[src/rtl/hazard_scoreboard_pkg.sv]
// Shared constants and timer helper for the hazard scoreboard.
// Build option: HAZARD_FORWARDING_EN adds a forwarding-ready timer per register.
package hazard_scoreboard_pkg;

    localparam int unsigned REG_ADDRESS_LEN     = 4;
    localparam int unsigned DEFAULT_MAX_LAT     = 3;
    localparam int unsigned DEFAULT_STALL_CNT_W = 16;

    // Widest timer the helper below supports; entries zero-extend into it.
    localparam int unsigned MAX_CNT_W = 8;

    // One edge of a countdown timer: decrement towards zero, or on load take the larger
    // of the new latency and the decremented value so a WAW never shortens the entry.
    function automatic logic [MAX_CNT_W-1:0] timer_next(
        input logic [MAX_CNT_W-1:0] cur,
        input logic                 load,
        input logic [MAX_CNT_W-1:0] val
    );
        logic [MAX_CNT_W-1:0] dec;
        dec = (cur == '0) ? '0 : cur - 1'b1;
        if (load && (val > dec)) begin
            return val;
        end
        return dec;
    endfunction

endpackage

[src/rtl/hazard_scoreboard_entry.sv]
// Scoreboard entry for one architectural register: writeback countdown timer.
// Build option: HAZARD_FORWARDING_EN adds a second timer for forwarding readiness.
module hazard_scoreboard_entry
    import hazard_scoreboard_pkg::*;
#(
    parameter int unsigned CNT_W = 2
) (
    input  logic             clk_i,
    input  logic             rst_i,
    input  logic             load_i,
    input  logic [CNT_W-1:0] lat_i,
`ifdef HAZARD_FORWARDING_EN
    input  logic [CNT_W-1:0] fwd_lat_i,
`endif
    output logic             busy_o,
    output logic [CNT_W-1:0] chk_o
);

    logic [CNT_W-1:0] cnt_q, cnt_d;

    assign cnt_d  = CNT_W'(timer_next(MAX_CNT_W'(cnt_q), load_i, MAX_CNT_W'(lat_i)));
    assign busy_o = (cnt_q != '0);

    always_ff @(posedge clk_i or posedge rst_i) begin
        if (rst_i) begin
            cnt_q <= '0;
        end else begin
            cnt_q <= cnt_d;
        end
    end

`ifdef HAZARD_FORWARDING_EN
    logic [CNT_W-1:0] fcnt_q, fcnt_d;

    assign fcnt_d = CNT_W'(timer_next(MAX_CNT_W'(fcnt_q), load_i, MAX_CNT_W'(fwd_lat_i)));
    assign chk_o  = fcnt_q;

    always_ff @(posedge clk_i or posedge rst_i) begin
        if (rst_i) begin
            fcnt_q <= '0;
        end else begin
            fcnt_q <= fcnt_d;
        end
    end
`else
    assign chk_o = cnt_q;
`endif

endmodule

[src/rtl/hazard_scoreboard.sv]
// Latency-tracking hazard scoreboard: per-register writeback timers, operand match, stall counter.
// Build option: HAZARD_FORWARDING_EN checks forwarding readiness instead of writeback.
module hazard_scoreboard
    import hazard_scoreboard_pkg::*;
#(
    parameter int unsigned REG_ADDR_W  = REG_ADDRESS_LEN,
    parameter int unsigned NUM_SRC     = 3,
    parameter int unsigned MAX_LAT     = DEFAULT_MAX_LAT,
    parameter int unsigned CNT_W       = $clog2(MAX_LAT + 1),
    parameter int unsigned STALL_CNT_W = DEFAULT_STALL_CNT_W
) (
    input  logic                          clk,
    input  logic                          rst,
    input  logic [NUM_SRC*REG_ADDR_W-1:0] src_addr,
    input  logic [NUM_SRC-1:0]            src_valid,
    input  logic                          issue_valid,
    input  logic                          issue_wb_en,
    input  logic [REG_ADDR_W-1:0]         issue_dest,
    input  logic [CNT_W-1:0]              issue_lat,
    input  logic [CNT_W-1:0]              issue_fwd_lat,
    input  logic                          flush,
    output logic                          hazard,
    output logic [(2**REG_ADDR_W)-1:0]    busy_mask,
    output logic [STALL_CNT_W-1:0]        stall_count
);

    localparam int unsigned NUM_REGS = 2 ** REG_ADDR_W;

    logic [CNT_W-1:0]       lat_clamp;
    logic [CNT_W-1:0]       chk [NUM_REGS];
    logic [NUM_SRC-1:0]     conflict;
    logic                   accept;
    logic [STALL_CNT_W-1:0] stall_q, stall_d;

    assign lat_clamp = (issue_lat > CNT_W'(MAX_LAT)) ? CNT_W'(MAX_LAT) : issue_lat;

`ifdef HAZARD_FORWARDING_EN
    logic [CNT_W-1:0] fwd_clamp;
    assign fwd_clamp = (issue_fwd_lat < lat_clamp) ? issue_fwd_lat : lat_clamp;
`else
    logic unused_fwd_lat;
    assign unused_fwd_lat = ^issue_fwd_lat;
`endif

    // Conflicts look only at stored timers, so a self-dependent issue sees the old entry.
    always_comb begin
        conflict = '0;
        for (int i = 0; i < int'(NUM_SRC); i++) begin
            conflict[i] = src_valid[i] && (chk[src_addr[i*REG_ADDR_W +: REG_ADDR_W]] != '0);
        end
    end

    assign hazard = issue_valid && !flush && (|conflict);
    assign accept = issue_valid && !flush && !hazard && issue_wb_en && (issue_lat != '0);

    for (genvar r = 0; r < NUM_REGS; r++) begin : g_entry
        hazard_scoreboard_entry #(
            .CNT_W (CNT_W)
        ) u_scoreboard_entry (
            .clk_i     (clk),
            .rst_i     (rst),
            .load_i    (accept && (issue_dest == REG_ADDR_W'(r))),
            .lat_i     (lat_clamp),
`ifdef HAZARD_FORWARDING_EN
            .fwd_lat_i (fwd_clamp),
`endif
            .busy_o    (busy_mask[r]),
            .chk_o     (chk[r])
        );
    end

    assign stall_d = (hazard && (stall_q != '1)) ? stall_q + 1'b1 : stall_q;

    always_ff @(posedge clk or posedge rst) begin
        if (rst) begin
            stall_q <= '0;
        end else begin
            stall_q <= stall_d;
        end
    end

    assign stall_count = stall_q;

endmodule

[config.mk]
export PLATFORM = sky130hd
export DESIGN_NAME = hazard_scoreboard
export DESIGN_NICKNAME = d
export VERILOG_FILES = /design/src/rtl/hazard_scoreboard_pkg.sv /design/src/rtl/hazard_scoreboard_entry.sv /design/src/rtl/hazard_scoreboard.sv
export SDC_FILE = /design/constraint.sdc
export NUM_CORES = 1
export LEC_CHECK = 0
export CAP_MARGIN = 20
export CORE_MARGIN = 1.5
export CORE_UTILIZATION = 45
export CTS_CLUSTER_DIAMETER = 30
export DETAILED_ROUTE_END_ITERATION = 16
export HOLD_SLACK_MARGIN = 0.02
export PLACE_DENSITY = 0.7
export SYNTH_ARGS = -nofsm -noshare
export SYNTH_HDL_FRONTEND = slang
export SYNTH_SLANG_ARGS = --single-unit
[constraint.sdc]
create_clock -name clk -period 3.5 [get_ports clk]
set_clock_uncertainty 0.05 [all_clocks]
set_input_delay 0.525 -clock clk [delete_from_list [all_inputs] [get_ports clk]]
set_output_delay 0.525 -clock clk [all_outputs]
set_load 0.01 [all_outputs]
### Word level (Yosys, flattened, before mapping)

Index checks and enable logic that the tools add are counted.

| operators by class | value |
|---|---|
| add/subtract/negate cells | 17 |
| order comparisons | 20 |
| equality and inequality tests | 16 |
| mux-type cells | 74 |
| bitwise logic cells | 3 |
| reductions and logical operators | 81 |

Operator list:

| cell | number |
|---|---|
| $gt A2 B8 Y1 | 16 |
| $mux W8 | 16 |
| $mux W2 | 39 |
| $sub A2 B1 Y3 const B | 16 |
| $logic_and A1 B1 Y1 | 41 |
| $reduce_bool A2 Y1 | 20 |
| $eq A4 B4 Y1 const B | 8 |
| $logic_not A2 Y1 | 16 |
| $bmux W2 S4 | 3 |
| $add A16 B1 Y16 const B | 1 |
| $eq A4 B3 Y1 const B | 4 |
| $mux W1 | 16 |
| $ne A16 B16 Y1 const B | 1 |
| $ge A5 B5 Y1 const B | 3 |
| $not A4 Y5 | 3 |
| $eq A4 B2 Y1 const B | 2 |
| $eq A4 B1 Y1 const B | 1 |
| $logic_not A4 Y1 | 1 |
| $reduce_or A3 Y1 | 1 |
| $gt A2 B2 Y1 const B | 1 |
| $logic_not A1 Y1 | 2 |

| storage, ports and cells | value |
|---|---|
| bits in registers | 48 |
| word-level logic and storage cells | 228 |

### Longest topological paths before layout

Gate-level depths: netlist (run 1).

| logic depth | value |
|---|---|
| depth in word-level cells | 16 |
| depth in mapped cells | 9 |

### Modules after synthesis

A second synthesis (run 1) with hierarchy kept.

| second synthesis, totals | value |
|---|---|
| cell total of the unflattened synthesis | 392 |
| area, all modules | 4201.5 um2 |

By module, submodules not included:

| module | times used | cells each | area each (um2) | sequential area each (um2) |
|---|---|---|---|---|
| hazard_scoreboard_entry | 16 | 15 | 166.4 | 50.0 |
| hazard_scoreboard | 1 | 152 | 1539.0 | 400.4 |

### Worst setup path after synthesis (run 1)

OpenSTA, ideal clock, no wires.

| timing path | value |
|---|---|
| kind | flip-flop to output port |
| start point | register g_entry[5].u_scoreboard_entry.cnt_q[0] |
| end point | output port hazard |
| arrival | 2.297 ns |
| data required time | 2.925 ns |
| setup slack | 0.628 ns |
| stages on the path, launching flop included | 8 |
| path buffers | 1 |
| cell sequence | dfrtp_1 -> or2_1 -> mux4_2 -> o31ai_1 -> nor3_1 -> o31ai_1 -> buf_2 -> inv_1 |

| on the way | value |
|---|---|
| longest elaborated chain between the ends | 7 |
| elaborated cells between the ends (all ways) | 17 |

RTL lines:

| element | line | text |
|---|---|---|
| from (decl) | hazard_scoreboard_entry.sv:19 | `logic [CNT_W-1:0] cnt_q, cnt_d;` |
| from (signal assigned) | hazard_scoreboard_entry.sv:28 | `cnt_q <= cnt_d;` |
| $bmux W2 S4 | hazard_scoreboard.sv:49 | `conflict[i] = src_valid[i] && (chk[src_addr[i*REG_ADDR_W +: REG_ADDR_W]] != '0);` |
| $mux W2 (not written as such) (2 in a row) | hazard_scoreboard.sv:49 |  |
| $reduce_bool A2 Y1 | hazard_scoreboard.sv:49 |  |
| $logic_and A1 B1 Y1 | hazard_scoreboard.sv:49 |  |
| $reduce_or A3 Y1 (*) | hazard_scoreboard.sv:53 | `assign hazard = issue_valid && !flush && (\|conflict);` |
| $logic_and A1 B1 Y1 (*) | hazard_scoreboard.sv:53 |  |
| to (decl) | hazard_scoreboard.sv:22 | `output logic hazard,` |

Every way passes the cells marked *; elsewhere a longest branch is shown, timed or not. The select of a mux whose other input is x is not followed.

### Worst setup path after layout (run 1)

Same ends and word-level chain as after synthesis.

==> metrics.md, run 1 <==
| Metric | Value |
|---|---|
| Worst-path fanout max | `4` |
| Initial drt markers | `around 130` |
| CP Class | `flip-flop to output pin` |
| PnR worst setup slack | `157.8 ps` |
| Final min period | `3342 ps` |
| Worst Path Arrival | `around 2800 ps` |
| Dpl ws | `-56.10 ps` |
| GR Util All Layers | `a little over a fifth` |
| Register area share after synthesis | `roughly a third` |
| Primary FF master, synth | `dfrtp_1` |
| Layout area overhead | `21.91%` |
| First-pass GRT wire length | `roughly 14,000 µm` |
| Layout cells sized above 1 | `13.42%` |
| M2 GR Usage | `roughly two fifths` |
| Synth area leader | `dfrtp_1` |
| Final Hold Fails | `0` |
| GRT busiest layer | `met2` |
| Setup_tns | `0 ps` |
| Max incr delay on CP | `490 ps` |
| Pins Over Slew Limit | `0` |
| Synth Register Bits | `48` |
| Via Count | `about 2,800` |
| Total congestion overflow | `0` |
| Hold crit path type | `input port to async pin` |
| Most frequent cells in the layout | `55 x clkdlybuf4s50_1, 48 x dfrtp_1, 33 x ha_1, 25 x nand2_1, 21 x inv_1` |
| Max_slew headroom | `between 50 and 60%` |
| Worst-Margin Slew | `between 600 and 700 ps` |
| Die width | `between 90 and 100 µm` |
| DRC | `0` |
| Synth Instances | `~340` |
| CTS clk-pin slew, worst paths | `~100 ps` |
| CTS tree | `done` |
| Root Buffer | `clkbuf_8` |
| Syn Nets | `402` |
| Most common cell after layout, fill and taps aside | `clkdlybuf4s50_1` |
| Final Util | `a little under three fifths` |
| Clk Latency, worst-skew pair | `310 ps` |
| Chip height | `around 92 µm` |
| CP endpoint kind | `output pin` |
| Row count | `32` |
| Vias in the first global route | `2,953` |
| Initial antenna violation count | `0` |
| Max VDD drop | `a little under 0.2 mV` |
| Met1 GRT Util | `between 20% and 30%` |
| Synth top area cells | `dfrtp_1 34%, ha_1 12%, mux4_2 7.6%` |
| Ys async rst share | `100.0%` |
| Final hold slack | `roughly 400 ps` |
| Global placer's final weighted congestion | `0.8439` |
| Port Buf Inserts | `58` |
| Ant diodes | `0` |
| Die ar. | `~8500 µm²` |
| CP max-delay cell | `mux4_2` |
| CORE AREA | `7687 µm²` |
| Yosys cell types | `41` |
| CTS buffer count | `5` |
| Hold Buf Count CTS | `0` |
| Final setup vio count | `0` |
| Synthesized cell area | `about 3600 µm²` |
| Top-Level Pins | `61` |
| Routed vias/inst | `about 5.7` |
| Initial Util | `between 40% and 50%` |
| Post-DRT Antenna Nets | `0` |
| Htree depth | `2` |
| Synthesis Warnings | `0` |
| Worst-case clock buffer depth | `2` |
| Fmax | `around 300 MHz` |
| Buffer and inverter count on the worst path | `2` |
| Pwr dens | `slightly below 300 nW/µm²` |
| Leak pwr | `between 2 and 2.5 nW` |
| Detailed Route WL | `about 8600 µm` |
| Top-area cell type share of the netlist area | `33.71%` |
| Fin crit share | `95.49%` |
| Dominant delay contributor by cell family on the critical path | `compound AO/OA/AOI/OAI gates` |
| Nets@finish | `about 460` |
| Avg WL per Cell | `between 15 and 20 µm` |
| Max Cap Violations | `0` |
| Mapped Avg Cell Area | `10.45 µm²` |
| Worst setup SP type | `flip-flop` |
| First-pass iteration count of the detailed router | `4` |
| Final HPWL DP | `roughly 6500 µm` |
| Met3 GRT Util | `~3.2%` |
| Clock sinks | `48` |
| Largest net degree at the start of global routing | `49` |
| Cell chain of the critical path | `or2_1 -> mux4_2 -> o31ai_1 -> a311oi_2 -> o31ai_2 -> inv_1 -> clkdlybuf4s50_1` |
| Status | `finished, final reports clean` |
| RSZ-0062 raised after global routing | `false` |
| Data required, critical path | `roughly 2900 ps` |
| Post-synth EDFFs | `0` |
==> final timing paths <==
check	from	to	slack, ps	depth (start not counted)
max reg2reg	g_entry[12].u_scoreboard_entry.chk_o[0]	g_entry[2].u_scoreboard_entry.chk_o[0]	430	7
min in group clk	stall_count[6]	stall_count[6]	450	1
max	g_entry[5].u_scoreboard_entry.chk_o[0]	hazard	160	7
min	rst	g_entry[9].u_scoreboard_entry.chk_o[0]	400	2
max in group asynchronous	rst	g_entry[8].u_scoreboard_entry.chk_o[0]	2500	3
min reg2reg	stall_count[6]	stall_count[6]	450	1
==> kinds of logic after synthesis <==
kind of cell / after synthesis / share of synthesized area, %
compound gates: 39 / 7.058
xor+xnor: 14 / 3.441
fa+ha+maj: 33 / 11.59
buf+inv: 45 / 6.496
flops: 48 / 33.71
mux: 46 / 17.77
simple gates: 116 / 19.94
==> cell type report <==
cell class              instances  area (µm²)
repair buffers                 69       675.6
flip-flops and latches         48        1201
multi-input cells             248        2150
fillers                       697        3343
clock inverters                 2       35.03
inverters                      22       82.58
well taps                     102       127.6
clock buffers                   6       72.57
==> power by group <==
group | internal [W] | leakage [nW] | switching (W)
clock | 0.000212 | 0.0552 | 0.000189
combinational | 0.000131 | 1.31 | 0.000118
sequential | 0.000581 | 0.643 | 0.0000377
==> worst reg2reg max path, delay by kind of cell, from the launching register on <==
kind / cells / cell delay [ps]
DFF: 1 / 410
muxes: 2 / 830
and+or+nand+nor: 5 / 1660
==> what timing repair did <==
item,CTS,global route
buffers inserted,0,0
resized for setup,3,3
pin swaps,0,1
gates cloned,0,0
endpoints found under the setup margin,1,1
==> per-layer routing <==
metal | vias up | share of wire, %
li1 | 1344 | -
met1 | 1388 | 43
met2 | 73 | 51
met3 | 14 | 3.9
met4 | 0 | 1.8
met5 | - | 0
==> sequential cells by signal, indices dropped and copies added, names as in the netlist <==
register                          count
stall_count                          16
g_entry.u_scoreboard_entry.chk_o     32
==> cell usage after synthesis (4+ instances only) <==
cell type	count
nand4_1	6
xnor2_1	4
nor2b_1	20
nand3_1	5
mux2_2	16
mux2i_1	16
nand2_1	25
nand2b_1	4
inv_1	22
dfrtp_1	48
a2111oi_0	4
nor3_1	8
a21oi_1	16
nor4_1	4
xor2_1	10
clkbuf_1	5
buf_4	16
mux4_2	12
ha_1	33
or2_1	16
nand4b_1	8
a211oi_1	9
==> metrics by stage <==
step                      cells  area [µm²]  total power, W
final                       497        4344        0.001270
after global routing        497        4344        0.001331
after CTS                   496        4308        0.001281
after detailed placement    488        4198       0.0008769
after global placement      488        4198       0.0008700
after floorplan             341        3563       0.0007374
Power figures use the tool's default switching activity.
==> inputs of run 2 (changes only) <==
Settings changed: SLEW_MARGIN set to 20.
==> run 2 against run 1 <==
Maximum frequency hardly changed; flip-flop and latch count stayed put; largest cell class unchanged; routed wire length is 0.19% higher; critical path type is now input port to output pin.
==> metrics.md, run 2 (synthesis gave the netlist of run 1 again) <==
| Metric | Value |
|---|---|
| Status | `finished, final reports clean` |
| CTS buffer count | `5 (unchanged)` |
| Via Count | `2,829 (+0.35%)` |
| Max_slew headroom | `44.30% (-15 points)` |
| Fmax | `299.1 MHz (about the same)` |
| Vias in the first global route | `2,953 (unchanged)` |
| Cell chain of the critical path | `clkdlybuf4s50_1 -> mux4_2 -> nand2_1 -> a311oi_2 -> o31ai_2 -> inv_1 -> clkdlybuf4s50_1` |
| Max incr delay on CP | `570 ps (+80 ps)` |
| Final HPWL DP | `6521 µm (unchanged)` |
| Most common cell after layout, fill and taps aside | `clkdlybuf4s50_1` |
| Final setup vio count | `0 (unchanged)` |
| Nets@finish | `454 (-0.22%)` |
| R2R Path End | `g_entry[2].u_scoreboard_entry.chk_o[0]` |
| Initial Util | `46.35% (unchanged)` |
| Worst-case clock buffer depth | `2 (unchanged)` |
| Worst Path Arrival | `2770 ps (about the same)` |
| Max Cap Violations | `0 (unchanged)` |
| Worst-Margin Slew | `835.6 ps (+229.2 ps)` |
| CTS clk-pin slew, worst paths | `100 ps (about the same)` |
| R2R depth | `7 (unchanged)` |
| Layout area overhead | `21.38%` |
| Total congestion overflow | `0 (unchanged)` |
| Worst-path fanout max | `4 (unchanged)` |
| Ant diodes | `0 (unchanged)` |
| Worst Hold Depth | `1` |
| First-pass GRT wire length | `14,470 µm (unchanged)` |
| Hold Buf Count CTS | `0 (unchanged)` |
| Post-CTS Setup Inserts | `0 (unchanged)` |
| Htree depth | `2 (unchanged)` |
| Detailed Route WL | `8581 µm (+0.19%)` |
| Hold crit path type | `flip-flop to flip-flop` |
| Die ar. | `8461 µm² (unchanged)` |
| RSZ-0062 raised after global routing | `false` |
| Max reg flops | `32 (unchanged)` |
| Chip height | `91.99 µm (unchanged)` |
| First-pass iteration count of the detailed router | `4 (unchanged)` |
| Pwr dens | `293.1 nW/µm² (+0.26%)` |
| R2R Setup Slk | `420 ps (about the same)` |
| Dpl ws | `-56.10 ps (unchanged)` |
| Worst Setup SP | `src_addr[1]` |
| GR Util All Layers | `21.82% (unchanged)` |
| Die width | `91.99 µm (unchanged)` |
| Routed vias/inst | `5.704 (+0.56%)` |
| Data required, critical path | `2920 ps (about the same)` |
| Root Buffer | `clkbuf_8` |
| Hold wc startpoint | `stall_count[13]` |
| Final Hold Fails | `0 (unchanged)` |
| WHS Endpoint | `stall_count[13]` |
| Initial antenna violation count | `0 (unchanged)` |
| Power consumption | `0.001268 W (-0.17%)` |
| Most frequent CP cell | `clkdlybuf4s50_1` |
| Pins Over Slew Limit | `0 (unchanged)` |
| DRC | `0 (unchanged)` |
| Top-Level Pins | `61 (unchanged)` |
| Row count | `32 (unchanged)` |
| CTS tree | `done` |
| Clock sinks | `48 (unchanged)` |
| Largest net degree at the start of global routing | `49 (unchanged)` |
| Worst setup SP type | `input port` |
| Global placer's final weighted congestion | `0.8439 (unchanged)` |
| CP max-delay cell | `clkdlybuf4s50_1` |
| Post-DRT Antenna Nets | `0 (unchanged)` |
| CP endpoint kind | `output pin` |
| Most frequent cells in the layout | `55 x clkdlybuf4s50_1, 48 x dfrtp_1, 33 x ha_1, 25 x nand2_1, 21 x inv_1` |
| CP Class | `input port to output pin` |
| Clk Latency, worst-skew pair | `310 ps (about the same)` |
| PnR worst setup slack | `157.0 ps (-0.8120 ps)` |
| Reg2Reg Launch Point | `g_entry[12].u_scoreboard_entry.chk_o[0]` |
| Final min period | `3343 ps (+0.8120 ps)` |
| Leak pwr | `1.998 nW (-0.48%)` |
| Max VDD drop | `0.1917 mV (-0.88%)` |
| Fin crit share | `95.52% (about the same)` |
| Layout cells sized above 1 | `13.20% (-0.22 points)` |
| Avg WL per Cell | `17.30 µm (+0.39%)` |
| CORE AREA | `7687 µm² (unchanged)` |
| Port Buf Inserts | `58 (unchanged)` |
| Initial drt markers | `139 (+7.8%)` |
run 2: cell count changes in the layout (fill, tap and decap cells not counted):
cell,delta
clkinv_2,+1
buf_12,-1
inv_2,-1
run 2: how the worst max path moves through the flow:
stage | depth (start not counted) | to | slack (ps)
2_1_floorplan | 7 | hazard | 630
4_1_cts | 7 | hazard | 40
3_5_place_dp | 7 | hazard | -60
5_1_grt | 7 | hazard | 30
6_report | 7 | hazard | 160
3_3_place_gp | 7 | hazard | -20
run 2: layer usage:
metal	part of all wire [%]	track usage, %	wire, µm	vias to the layer above
li1	-	-	-	1341
met3	3.3	3.151	280	14
met5	0	0	0	-
met1	44	27.10	3786	1404
met4	1.5	6.923	133	0
met2	51	38.83	4381	70
run 2: layout make-up:
type                       instances  area (µm²)
inverter                          22       83.83
tap                              102       127.6
clock buffer                       6       72.57
clock inverter                     2       35.03
sequential                        48        1201
fill                             698        3362
multi-input combinational        248        2150
timing repair buffer              68       655.6
run 2: power by group:
part / leakage, nW / internal, W / switching [W] / total, W
clock network: 0.0552 / 0.000212 / 0.000189 / 0.000402
registers: 0.643 / 0.000582 / 0.0000376 / 0.000619
logic: 1.30 / 0.000129 / 0.000118 / 0.000247
total: 2.00 / 0.000923 / 0.000345 / 0.00127
run 2: worst max-delay path, delay by kind of cell:
family / cells / cell delay (ps)
and+or+nand+nor: 1 / 100
muxes: 1 / 540
AOI/OAI and AO/OA: 2 / 480
buffers and inverters: 3 / 1120
run 2: what timing repair did:
item,CTS,global route
pin swaps,0,1
endpoints found under the setup margin,1,1
gates resized for setup,3,3
run 2: stage by stage:
stage | hold slack (ps) | area, µm² | std cells | util, % | TNS (ps)
final | 452.1 | 4325 | 496 | 56.27 | 0
after global routing | 476.7 | 4325 | 496 | 56.27 | 0
after global placement | 440.9 | 4198 | 488 | 54.61 | -17.38
after detailed placement | 442.3 | 4198 | 488 | 54.61 | -72.68
after floorplan | 471.4 | 3563 | 341 | - | 0
after CTS | 459.5 | 4308 | 496 | 56.04 | 0
